$ cat config.mk
export PLATFORM = sky130hd
export DESIGN_NAME = bit_serial_mul_seq
export DESIGN_NICKNAME = d
export VERILOG_FILES = /design/src/rtl/bsm_pkg.sv /design/src/rtl/bsm_shift_reg.sv /design/src/rtl/bit_serial_mul_seq.sv
export SDC_FILE = /design/constraint.sdc
export NUM_CORES = 1
export LEC_CHECK = 0
export BUFFER_PORTS_ARGS = -buffer_cell sky130_fd_sc_hd__clkbuf_2
export CORE_MARGIN = 2
export CORE_UTILIZATION = 33
export CTS_CLUSTER_SIZE = 28
export DETAILED_ROUTE_END_ITERATION = 7
export PLACE_DENSITY = 0.6
export SLEW_MARGIN = 40
export SYNTH_ARGS = -nofsm -noshare
export SYNTH_HDL_FRONTEND = slang
export SYNTH_SLANG_ARGS = --single-unit
$ cat constraint.sdc
create_clock -name clk -period 3.5 [get_ports clk]
set_clock_uncertainty 0.1 [all_clocks]
set_input_delay 0.35 -clock clk [delete_from_list [all_inputs] [get_ports clk]]
set_output_delay 0.35 -clock clk [all_outputs]
set_load 0.01 [all_outputs]
$ cat src/rtl/bsm_pkg.sv
// Shared types and constants for the bit_serial_mul sequencer.
package bsm_pkg;

  typedef enum logic [1:0] {
    BSM_IDLE,
    BSM_SHIFT,
    BSM_DONE
  } bsm_state_t;

  localparam int OPCNT_W = 32;

  // Length of one serial frame: 2W product bits plus the array's output latency.
  function automatic int bsm_frame_len(input int w, input int y_lat);
    return 2 * w + y_lat;
  endfunction

endpackage

$ cat src/rtl/bsm_shift_reg.sv
// Right-shifting register with parallel load and LSB-first serial in/out.
// Used both as the operand PISO and the product SIPO.
module bsm_shift_reg #(
  parameter int WIDTH = 8
) (
  input  logic             clk,
  input  logic             rst_n,
  input  logic             load_i,
  input  logic [WIDTH-1:0] load_data_i,
  input  logic             shift_i,
  input  logic             ser_i,
  output logic             ser_o,
  output logic [WIDTH-1:0] nxt_o
);

  logic [WIDTH-1:0] data_q;
  logic [WIDTH-1:0] data_d;

  // NOTE: the hold value is assigned first so every path writes data_d and no latch is inferred.
  always_comb begin
    data_d = data_q;
    if (load_i) begin
      data_d = load_data_i;
    end else if (shift_i) begin
      data_d = {ser_i, data_q[WIDTH-1:1]};
    end
  end

  // NOTE: state registers use non-blocking assignments so all flops update from pre-edge values.
  always_ff @(posedge clk or negedge rst_n) begin
    if (!rst_n) begin
      data_q <= '0;
    end else begin
      data_q <= data_d;
    end
  end

  assign ser_o = data_q[0];
  assign nxt_o = data_d;

endmodule

$ cat src/rtl/bit_serial_mul_seq.sv
// Sequencer for one bit_serial_mul: streams b LSB-first, zero-pads, collects the 2W-bit product.
// Define BSM_OPCNT_EN to add the op_count port counting completed products.
module bit_serial_mul_seq
  import bsm_pkg::*;
#(
  parameter int W     = 16,
  parameter int Y_LAT = 0
) (
  input  logic             clk,
  input  logic             rst_n,
  input  logic             in_valid,
  output logic             in_ready,
  input  logic [W-1:0]     in_b,
  output logic             x_bit,
  input  logic             y,
  output logic             out_valid,
  input  logic             out_ready,
  output logic [2*W-1:0]   out_p,
  output logic             busy
`ifdef BSM_OPCNT_EN
  ,
  output logic [OPCNT_W-1:0] op_count
`endif
);

  localparam int N     = bsm_frame_len(W, Y_LAT);
  localparam int CNT_W = $clog2(N + 1);
  localparam logic [CNT_W-1:0] CNT_LAST = CNT_W'(N - 1);

  bsm_state_t       state_q;
  logic [CNT_W-1:0] cnt_q;
  logic             in_ready_q;
  logic             out_valid_q;
  logic             busy_q;
  logic [2*W-1:0]   out_p_q;

  logic             accept;
  logic             shifting;
  logic             cap_en;
  logic             b_ser;
  logic [W-1:0]     piso_nxt_unused;
  logic             sipo_ser_unused;
  logic [2*W-1:0]   sipo_nxt;

  assign accept   = in_valid & in_ready_q;
  assign shifting = (state_q == BSM_SHIFT);

  // The first Y_LAT cycles of a frame carry no product bit yet.
  if (Y_LAT == 0) begin : g_cap_always
    assign cap_en = shifting;
  end else begin : g_cap_delayed
    assign cap_en = shifting && (cnt_q >= CNT_W'(Y_LAT));
  end

  // Zeros shift in behind b, so x_bit pads with 0 once all W bits are out.
  bsm_shift_reg #(.WIDTH(W)) u_piso (
    .clk        (clk),
    .rst_n      (rst_n),
    .load_i     (accept),
    .load_data_i(in_b),
    .shift_i    (shifting),
    .ser_i      (1'b0),
    .ser_o      (b_ser),
    .nxt_o      (piso_nxt_unused)
  );

  bsm_shift_reg #(.WIDTH(2 * W)) u_sipo (
    .clk        (clk),
    .rst_n      (rst_n),
    .load_i     (1'b0),
    .load_data_i('0),
    .shift_i    (cap_en),
    .ser_i      (y),
    .ser_o      (sipo_ser_unused),
    .nxt_o      (sipo_nxt)
  );

  always_ff @(posedge clk or negedge rst_n) begin
    if (!rst_n) begin
      state_q     <= BSM_IDLE;
      cnt_q       <= '0;
      in_ready_q  <= 1'b1;
      out_valid_q <= 1'b0;
      busy_q      <= 1'b0;
      out_p_q     <= '0;
    end else begin
      unique case (state_q)
        BSM_IDLE: begin
          if (accept) begin
            state_q    <= BSM_SHIFT;
            cnt_q      <= '0;
            in_ready_q <= 1'b0;
            busy_q     <= 1'b1;
          end
        end
        BSM_SHIFT: begin
          cnt_q <= cnt_q + CNT_W'(1);
          // Take the SIPO's next value so the final captured bit lands in out_p.
          if (cnt_q == CNT_LAST) begin
            state_q     <= BSM_DONE;
            out_valid_q <= 1'b1;
            out_p_q     <= sipo_nxt;
          end
        end
        BSM_DONE: begin
          if (out_ready) begin
            state_q     <= BSM_IDLE;
            out_valid_q <= 1'b0;
            busy_q      <= 1'b0;
            in_ready_q  <= 1'b1;
          end
        end
        default: state_q <= BSM_IDLE;
      endcase
    end
  end

`ifdef BSM_OPCNT_EN
  logic [OPCNT_W-1:0] op_count_q;

  always_ff @(posedge clk or negedge rst_n) begin
    if (!rst_n) begin
      op_count_q <= '0;
    end else if (out_valid_q && out_ready) begin
      op_count_q <= op_count_q + OPCNT_W'(1);
    end
  end

  assign op_count = op_count_q;
`endif

  assign in_ready  = in_ready_q;
  assign out_valid = out_valid_q;
  assign out_p     = out_p_q;
  assign busy      = busy_q;
  assign x_bit     = shifting & b_ser;

endmodule
==> reports/metrics.yaml, run 1 <==
outcome:
  status: "complete, no violations"
global_routing:
  antenna_found_initial: 0
  grt_use_total_pct: 12.4
  grt_pass1_wl_mm: 11.5
  grt.overflow.total: 0
  grt_max_degree: 50
  grt_pass1_vias: 2378
timing:
  fin_tns_setup_ns: 0
  hold_viol: 0
  tightestPinTransition_ns: 0.652
  holdWs_ns: 0.0915
  slew_viol_final: 0
  finalCriticalPeriod_ns: 2.35
  finalCritPeriodShare_pct: 67.1
  slew_headroom_pct: 56.5
  fmax_ghz: 0.426
  setup_viol: 0
  grt_setup_unrepaired: "no"
final_layout:
  instances_no_fill: 523
  final_cell_area_um2: 4270
  layout_common_cells: "nand2_1 (115), dfrtp_1 (89), clkbuf_2 (55)"
  fin_util_pct: 39.4
  diodes: 0
  final_nets: 401
  drive_gt1_share_pct: 28.5
  areaGrowthSynthToFinish_pct: 16.9
  layout_commonest_cell: "nand2_1"
worst_setup_path:
  crit_required_ns: 3.62
  rr_endpoint: "out_p[31]"
  rr_startpoint: "state_q[0]"
  reg2reg_depth: 4
  worst-setup-path-type: "register to register"
  slowest_delay_ns: 0.57
  cp_slowest_cell: "dfrtp_1"
  cp_top_family: "simple AND/OR/NAND/NOR gates"
  crit_path_cell_trace: "nand2b_4 > nor3_4 > buf_4 > mux2_2"
  critical_path_arrival_ns: 2.47
  cp_max_fo: 49
  cp-end-kind: "register"
  critPathLaunchType: "register"
  crit_buf_inv: 1
  r2r_slack_ns: 1.15
synth:
  ys.flop_type: "dfrtp_1"
  synth_area_um2: 3650
  async_flop_share_pct: 100
  ys_seq_area_share_pct: 61.7
  syn-instance-count: 326
  synth_seq_cells: 90
  synth.top_cell.area_share_pct: 61.0
  synth_cell_types: 32
  yosysTopAreaCell: "dfrtp_1"
  synth_edf_count: 0
  synthTopCellsByArea: "dfrtp_1 (61%), nand2_1 (12%), mux2_2 (8.9%), mux2i_1 (4.1%), o21ai_0 (2.6%)"
  synth_warnings: 0
  synth_fp_nets: 348
  syn_avg_cell_area_um2: 11.2
floorplan:
  die-area_um2: 11900
  start_util_pct: 33.7
  coreArea_um2: 10800
  fp-row-count: 38
  design.portCount: 57
  die_w_um: 109
  dieHeight_um: 109
route:
  wl_met2_mm: 3.07
  met3_length_um: 370
  vias_per_cell: 4.58
  drt-wirelength-per-cell_um: 12.9
  drt_wl_total_mm: 6.76
  drt_iter0_drc: 153
  top_layer_used: "met4"
  routed-via-count: 2393
  drt-met1-wl_mm: 3.30
  drc_errors: 0
  postRouteAntennaNets: 0
  firstDrtPassIters: 4
worst_hold_path:
  holdPathEnd: "u_piso.data_q[6]"
  hold_path_depth: 3
  hp-class: "primary input to register"
  hp-start: "in_b[6]"
power_and_ir_drop:
  peakVddDrop_v: 0.000508
  p_leak_nw: 2.27
  cellPowerDensity_nw_per_um2: 743
placement:
  place_congestion: 0.792
  dp.cells: 507
  place_hpwl_mm: 4.49
  placedInstanceArea_um2: 4030
  port_buffers: 56
cts:
  clock-root-buffer: "clkbuf_8"
  h-tree-depth: 3
  path_clk_slew_ns: 0.09
  cts_inserted_buffers: 9
  insertion_delay_ns: 0.35
  cts_tree: "built"
  clock_sinks: 90
  cts_buffer_depth: 2
flow_run:
  drv_cap: 0
[final cells by class]
class | instances | area, µm²
well taps | 140 | 175
clock inverters | 5 | 86.3
clock buffers | 10 | 138
flip-flops and latches | 90 | 2250
multi-input cells | 214 | 1280
repair buffers | 61 | 323
inverters | 3 | 11.3
fillers | 1061 | 6570
[layer usage]
metal / global-route usage (%) / vias to the layer above
li1: - / 1179
met1: 17.4 / 1152
met2: 18.8 / 60
met3: 3.83 / 2
met4: 2.71 / 0
met5: 0 / -
[cells in the mapped netlist (2+ instances only)]
cell	instances
a211o_1	3
a31oi_1	2
and2_1	2
and3_1	2
buf_2	7
buf_6	4
clkbuf_1	8
dfrtp_1	89
inv_1	3
mux2_1	3
mux2_2	29
mux2i_1	15
nand2_1	115
nand3_1	3
nor2_1	3
nor2b_1	2
nor4_1	3
o21ai_0	19
[flip-flops by register name, summed over array words and instances (netlist names)]
signal         count
u_sipo.data_q     31
out_p             32
out_valid          1
cnt_q              6
in_ready           1
state_q            2
busy               1
u_piso.data_q     16
[repair_timing]
action                     CTS  global route
setup buffers                0             0
setup endpoints to repair    0             0
hold endpoints to repair    37             0
hold buffers                 1             0
resized for setup            0             0
[stage by stage]
stage / setup WS [ns] / power [mW]
global placement: 1.24 / 2.39
finish: 1.15 / 3.17
floorplan: 1.72 / 2.15
detailed placement: 1.15 / 2.43
CTS: 1.13 / 3.22
global route: 1.01 / 3.41
[worst max path at each step]
stage,start,endpoint,slack (ns),depth (start not counted)
floorplan,cnt_q[0],out_p[21],1.72,5
global placement,state_q[0],out_p[19],1.24,4
detailed placement,state_q[0],out_p[16],1.15,4
CTS,state_q[0],out_p[24],1.13,4
global route,state_q[0],out_p[27],1.01,4
finish,state_q[0],out_p[31],1.15,4
[cell families after synthesis]
logic type,synth area share [%]
buffers and inverters,3.32
AOI/OAI and AO/OA,4.97
and+or+nand+nor,15.7
adders and majority gates,0.343
DFF,61.7
muxes,14.0
[worst reg2reg max path, stage by stage (launching register included)]
cell and delay, ns:
dfrtp_1 0.57, nand2b_4 0.43, nor3_4 0.32, buf_4 0.41, mux2_2 0.40
[power breakdown]
part           total, mW  internal (mW)  switching, mW
Combinational      0.796          0.330          0.466
Sequential          1.59           1.35          0.240
Clock              0.781          0.424          0.357
Total               3.17           2.11           1.06
(Power assumes the default switching activity.)
==> run 2, diff against run 1 <==
- clock period: 3.5 -> 2.4 ns (I/O delays scaled with it)
==> reports/metrics.yaml, run 2 (synthesis gave the netlist of run 1 again) <==
timing:
  fin_tns_setup_ns: 0  # unchanged
  fmax_ghz: 0.516  # +21%
  tightestPinTransition_ns: 0.633  # -0.0191 ns
  setup_viol: 0  # unchanged
  grt_setup_unrepaired: "no"
  slew_headroom_pct: 57.8  # +1.3 points
  slew_viol_final: 0  # unchanged
  hold_viol: 0  # unchanged
  finalCriticalPeriod_ns: 1.94  # -0.409 ns
  finalCritPeriodShare_pct: 80.7  # +14 points
  timing.final.ws_setup_ns: 0.462  # -0.691 ns
final_layout:
  multi_input_area_um2: 1280  # about the same
  n_fill_cell: 1052  # -0.85%
  layout_commonest_cell: "nand2_1"
  drive_gt1_share_pct: 27.3  # -1.2 points
  fin_util_pct: 41.3  # +1.9 points
  layout_common_cells: "nand2_1 (115), dfrtp_1 (89), clkbuf_2 (55)"
  diodes: 0  # unchanged
  final_cell_area_um2: 4480  # +4.9%
  areaGrowthSynthToFinish_pct: 22.6
  largest_register_ffs: 32  # unchanged
  seqCellArea_um2: 2250  # unchanged
  final_nets: 420  # +4.7%
floorplan:
  die-area_um2: 11900  # unchanged
  start_util_pct: 33.7  # unchanged
  coreArea_um2: 10800  # unchanged
  die_w_um: 109  # unchanged
  design.portCount: 57  # unchanged
  dieHeight_um: 109  # unchanged
  fp-row-count: 38  # unchanged
cts:
  clock-root-buffer: "clkbuf_8"
  cts_tree: "built"
  clock_sinks: 90  # unchanged
  cts_buffer_depth: 2  # unchanged
  insertion_delay_ns: 0.35  # about the same
  cts_inserted_buffers: 9  # unchanged
  path_clk_slew_ns: 0.09  # about the same
  h-tree-depth: 3  # unchanged
route:
  vias_per_cell: 4.56  # -0.30%
  drc_errors: 0  # unchanged
  firstDrtPassIters: 4  # unchanged
  drt-wirelength-per-cell_um: 12.4  # -4.0%
  drt_iter0_drc: 109  # -29%
  drt_wl_total_mm: 6.73  # -0.37%
  postRouteAntennaNets: 0  # unchanged
  routed-via-count: 2477  # +3.5%
placement:
  pre_cts_slack_ns: 0.494  # -0.653 ns
  placedInstanceArea_um2: 4070  # +0.99%
  port_buffers: 56  # unchanged
  place_congestion: 0.719  # -9.3%
  place_hpwl_mm: 4.35  # -3.2%
power_and_ir_drop:
  p_switching_mw: 1.56  # +47%
  peakVddDrop_v: 0.000399  # -21%
  power_frac_comb_pct: 25.3  # +0.2 points
  cellPowerDensity_nw_per_um2: 1040  # +40%
  p_leak_nw: 2.35  # +3.7%
  intPower_mw: 3.09  # +46%
  total_power_mw: 4.65  # +47%
  pwr-share-clk_pct: 24.8  # +0.2 points
  switching_share_pct: 33.6  # +0.12 points
  share_seq_of_total_power_pct: 49.9  # -0.4 points
global_routing:
  grt_pass1_vias: 2488  # +4.6%
  grt.overflow.total: 0  # unchanged
  antenna_found_initial: 0  # unchanged
  grt_max_degree: 50  # unchanged
  grt_pass1_wl_mm: 11.6  # +0.78%
  grt_use_total_pct: 12.6  # +0.18 points
worst_setup_path:
  reg2reg_depth: 5  # +1
  rr_startpoint: "cnt_q[0]"
  crit_required_ns: 2.54  # -1.08 ns
  cp-end-kind: "register"
  r2r_slack_ns: 0.46  # -0.69 ns
  rr_endpoint: "out_p[23]"
  worst-setup-path-type: "register to register"
  cp_max_fo: 32  # -35%
  critPathLaunchType: "register"
  critical_path_arrival_ns: 2.08  # -0.39 ns
worst_hold_path:
  holdPathEnd: "u_piso.data_q[12]"
  hp-start: "in_b[12]"
  hp-class: "primary input to register"
  hold_path_depth: 3  # unchanged
flow_run:
  drv_cap: 0  # unchanged
outcome:
  status: "complete, no violations"
[run 2: what timing repair did]
item,CTS,global route
resized for setup,0,0
hold buffers,18,0
buffers inserted,0,0
endpoints found under the hold margin,63,0
[run 2: power by group through the flow]
stage          clock network [mW]  registers (mW)  logic [mW]
2_1_floorplan                   0            2.29       0.845
3_3_place_gp                    0            2.34        1.15
3_5_place_dp                    0            2.36        1.17
4_1_cts                      1.21            2.33        1.20
5_1_grt                      1.26            2.39        1.37
6_report                     1.15            2.32        1.18
[run 2: cell type report]
class	count	area share, %
sequential	90	50.3
multi-input combinational	214	28.6
timing repair buffer	80	11.9
tap	140	3.91
clock buffer	10	2.85
clock inverter	6	2.15
inverter	3	0.252
[run 2: critical path, stage by stage (launching register included)]
cell	delay, ns
dfrtp_1	0.43
ha_1	0.24
nand3_1	0.20
nor3_4	0.24
buf_12	0.23
mux2_2	0.35
[run 2: how the worst max path moves through the flow]
stage / slack [ns] / from / to / cells past startpoint
6_report: 0.46 / cnt_q[0] / out_p[23] / 5
3_5_place_dp: 0.49 / cnt_q[0] / out_p[15] / 5
2_1_floorplan: 0.62 / cnt_q[0] / out_p[21] / 5
4_1_cts: 0.48 / cnt_q[0] / out_p[28] / 5
3_3_place_gp: 0.52 / cnt_q[0] / out_p[24] / 5
5_1_grt: 0.37 / state_q[1] / u_piso.data_q[14] / 4
[run 2: layer usage]
metal	up-vias	GRT usage, %	wire length (µm)
li1	1217	-	-
met1	1186	16.6	3270
met2	69	19.5	2980
met3	5	5.08	427
met4	0	2.80	51
met5	-	0	0
[run 2: stage by stage]
stage	cells	hold slack [ns]
CTS	543	0.00638
global route	543	0.0332
global placement	509	0.211
finish	543	0.0192
floorplan	326	-0.156
detailed placement	509	0.212
==> run 3, diff against run 2 <==
- clock period: 2.4 -> 1.8 ns (I/O delays scaled with it)
==> reports/metrics.yaml, run 3 (synthesis gave the netlist of run 1 again) <==
outcome:
  status: "complete, no violations"
timing:
  slew_headroom_pct: 67.3  # +9.5 points
  grt_setup_unrepaired: "yes"
  slew_viol_final: 0  # unchanged
  finalCritPeriodShare_pct: 97.7  # +17 points
  timing.final.ws_setup_ns: 0.0415  # -0.421 ns
  finalCriticalPeriod_ns: 1.76  # -0.179 ns
  setup_viol: 0  # unchanged
  fmax_ghz: 0.569  # +10%
  holdWs_ns: 0.0418  # +0.0225 ns
  hold_viol: 0  # unchanged
  tightestPinTransition_ns: 0.484  # -0.149 ns
final_layout:
  final_nets: 432  # +2.9%
  layout_common_cells: "nand2_1 (115), dfrtp_1 (89), clkbuf_2 (55)"
  final_cell_area_um2: 4580  # +2.3%
  instances_no_fill: 555  # +2.2%
  layout_commonest_cell: "nand2_1"
  largest_register_ffs: 32  # unchanged
  n_fill_cell: 1033  # -1.8%
  drive_gt1_share_pct: 29.6  # +2.3 points
  areaGrowthSynthToFinish_pct: 25.4
  diodes: 0  # unchanged
  seqCellArea_um2: 2250  # unchanged
  multi_input_area_um2: 1290  # +0.98%
worst_setup_path:
  rr_endpoint: "out_p[30]"
  crit_required_ns: 1.94  # -0.60 ns
  cp_max_fo: 8  # -75%
  reg2reg_depth: 6  # +1
  slowest_delay_ns: 0.37  # -0.06 ns
  rr_startpoint: "cnt_q[1]"
  worst-setup-path-type: "register to register"
  cp_top_family: "flip-flops"
  critical_path_arrival_ns: 1.90  # -0.18 ns
  cp-end-kind: "register"
  critPathLaunchType: "register"
  r2r_slack_ns: 0.04  # -0.42 ns
  crit_buf_inv: 2  # +1
  cp_slowest_cell: "dfrtp_1"
  crit_path_cell_trace: "ha_2 > nand3_2 > nor3_4 > buf_4 > clkbuf_16 > mux2_2"
power_and_ir_drop:
  p_leak_nw: 2.41  # +2.4%
  total_power_mw: 6.08  # +31%
  peakVddDrop_v: 0.000723  # +81%
  cellPowerDensity_nw_per_um2: 1330  # +28%
worst_hold_path:
  hold_path_depth: 4  # +1
  holdPathEnd: "in_ready"
  hp-class: "primary input to register"
  hp-start: "in_valid"
cts:
  cts_inserted_buffers: 9  # unchanged
  clock-root-buffer: "clkbuf_8"
  cts_buffer_depth: 2  # unchanged
  cts_tree: "built"
  h-tree-depth: 3  # unchanged
  insertion_delay_ns: 0.35  # about the same
  clock_sinks: 90  # unchanged
  path_clk_slew_ns: 0.09  # about the same
floorplan:
  fp-row-count: 38  # unchanged
  die-area_um2: 11900  # unchanged
  coreArea_um2: 10800  # unchanged
  dieHeight_um: 109  # unchanged
  design.portCount: 57  # unchanged
  die_w_um: 109  # unchanged
  start_util_pct: 33.7  # unchanged
route:
  vias_per_cell: 4.61  # +0.96%
  drc_errors: 0  # unchanged
  routed-via-count: 2556  # +3.2%
  postRouteAntennaNets: 0  # unchanged
  firstDrtPassIters: 4  # unchanged
  drt-wirelength-per-cell_um: 12.8  # +3.4%
  drt_wl_total_mm: 7.12  # +5.7%
  drt_iter0_drc: 75  # -31%
global_routing:
  antenna_found_initial: 0  # unchanged
  grt_use_total_pct: 12.8  # +0.24 points
  grt_pass1_wl_mm: 11.9  # +2.4%
  grt_pass1_vias: 2548  # +2.4%
  grt_max_degree: 35  # -30%
  grt.overflow.total: 0  # unchanged
placement:
  place_hpwl_mm: 4.53  # +4.2%
  place_congestion: 0.787  # +9.5%
  pre_cts_slack_ns: 0.0503  # -0.444 ns
  port_buffers: 56  # unchanged
  placedInstanceArea_um2: 4150  # +1.9%
  dp.cells: 516  # +1.4%
flow_run:
  drv_cap: 0  # unchanged
[run 3: worst register-to-register path: cells and delay by family, from the launching register on]
family                     cells  cell delay [ns]
DFF                            1             0.37
buffers and inverters          2             0.33
muxes                          1             0.33
and+or+nand+nor                2             0.31
adders and majority gates      1             0.21
[run 3: cell type report]
cell class,count,share of cell area (%)
Clock buffer,10,2.79
Clock inverter,6,1.07
Inverter,3,0.246
Multi-Input combinational cell,214,28.2
Sequential cell,90,49.2
Tap cell,140,3.82
Timing Repair Buffer,92,14.7
[run 3: through the flow]
stage	TNS [ns]	util, %
final	0	42.3
after global routing	-0.578	42.3
after CTS	0	41.7
after detailed placement	0	38.3
after global placement	0	38.3
after floorplan	0	-
[run 3: layer usage]
layer	up-vias	global-route usage, %	routed length, µm
met1	1238	15.7	3270
met2	62	21.3	3390
li1	1251	-	-
met4	0	2.98	49
met5	-	0	0
met3	5	5.02	403
[run 3: what timing repair did]
item / in CTS / in global routing
hold endpoints to repair: 49 / 0
setup buffers: 0 / 2
gates resized for setup: 0 / 3
setup endpoints to repair: 0 / 33
hold buffers: 19 / 0
[run 3: worst max path at each step]
stage,cells after the start,end,startpoint
CTS,4,x_bit,state_q[0]
detailed placement,5,out_p[19],cnt_q[1]
finish,6,out_p[30],cnt_q[1]
global route,6,out_p[1],cnt_q[1]
global placement,5,out_p[19],cnt_q[0]
floorplan,5,out_p[21],cnt_q[0]
[run 3: where the power goes]
group / total [mW] / internal (mW) / switching [mW]
clock network: 1.26 / 0.519 / 0.742
registers: 3.06 / 2.63 / 0.422
logic: 1.77 / 0.797 / 0.970
total: 6.08 / 3.95 / 2.13
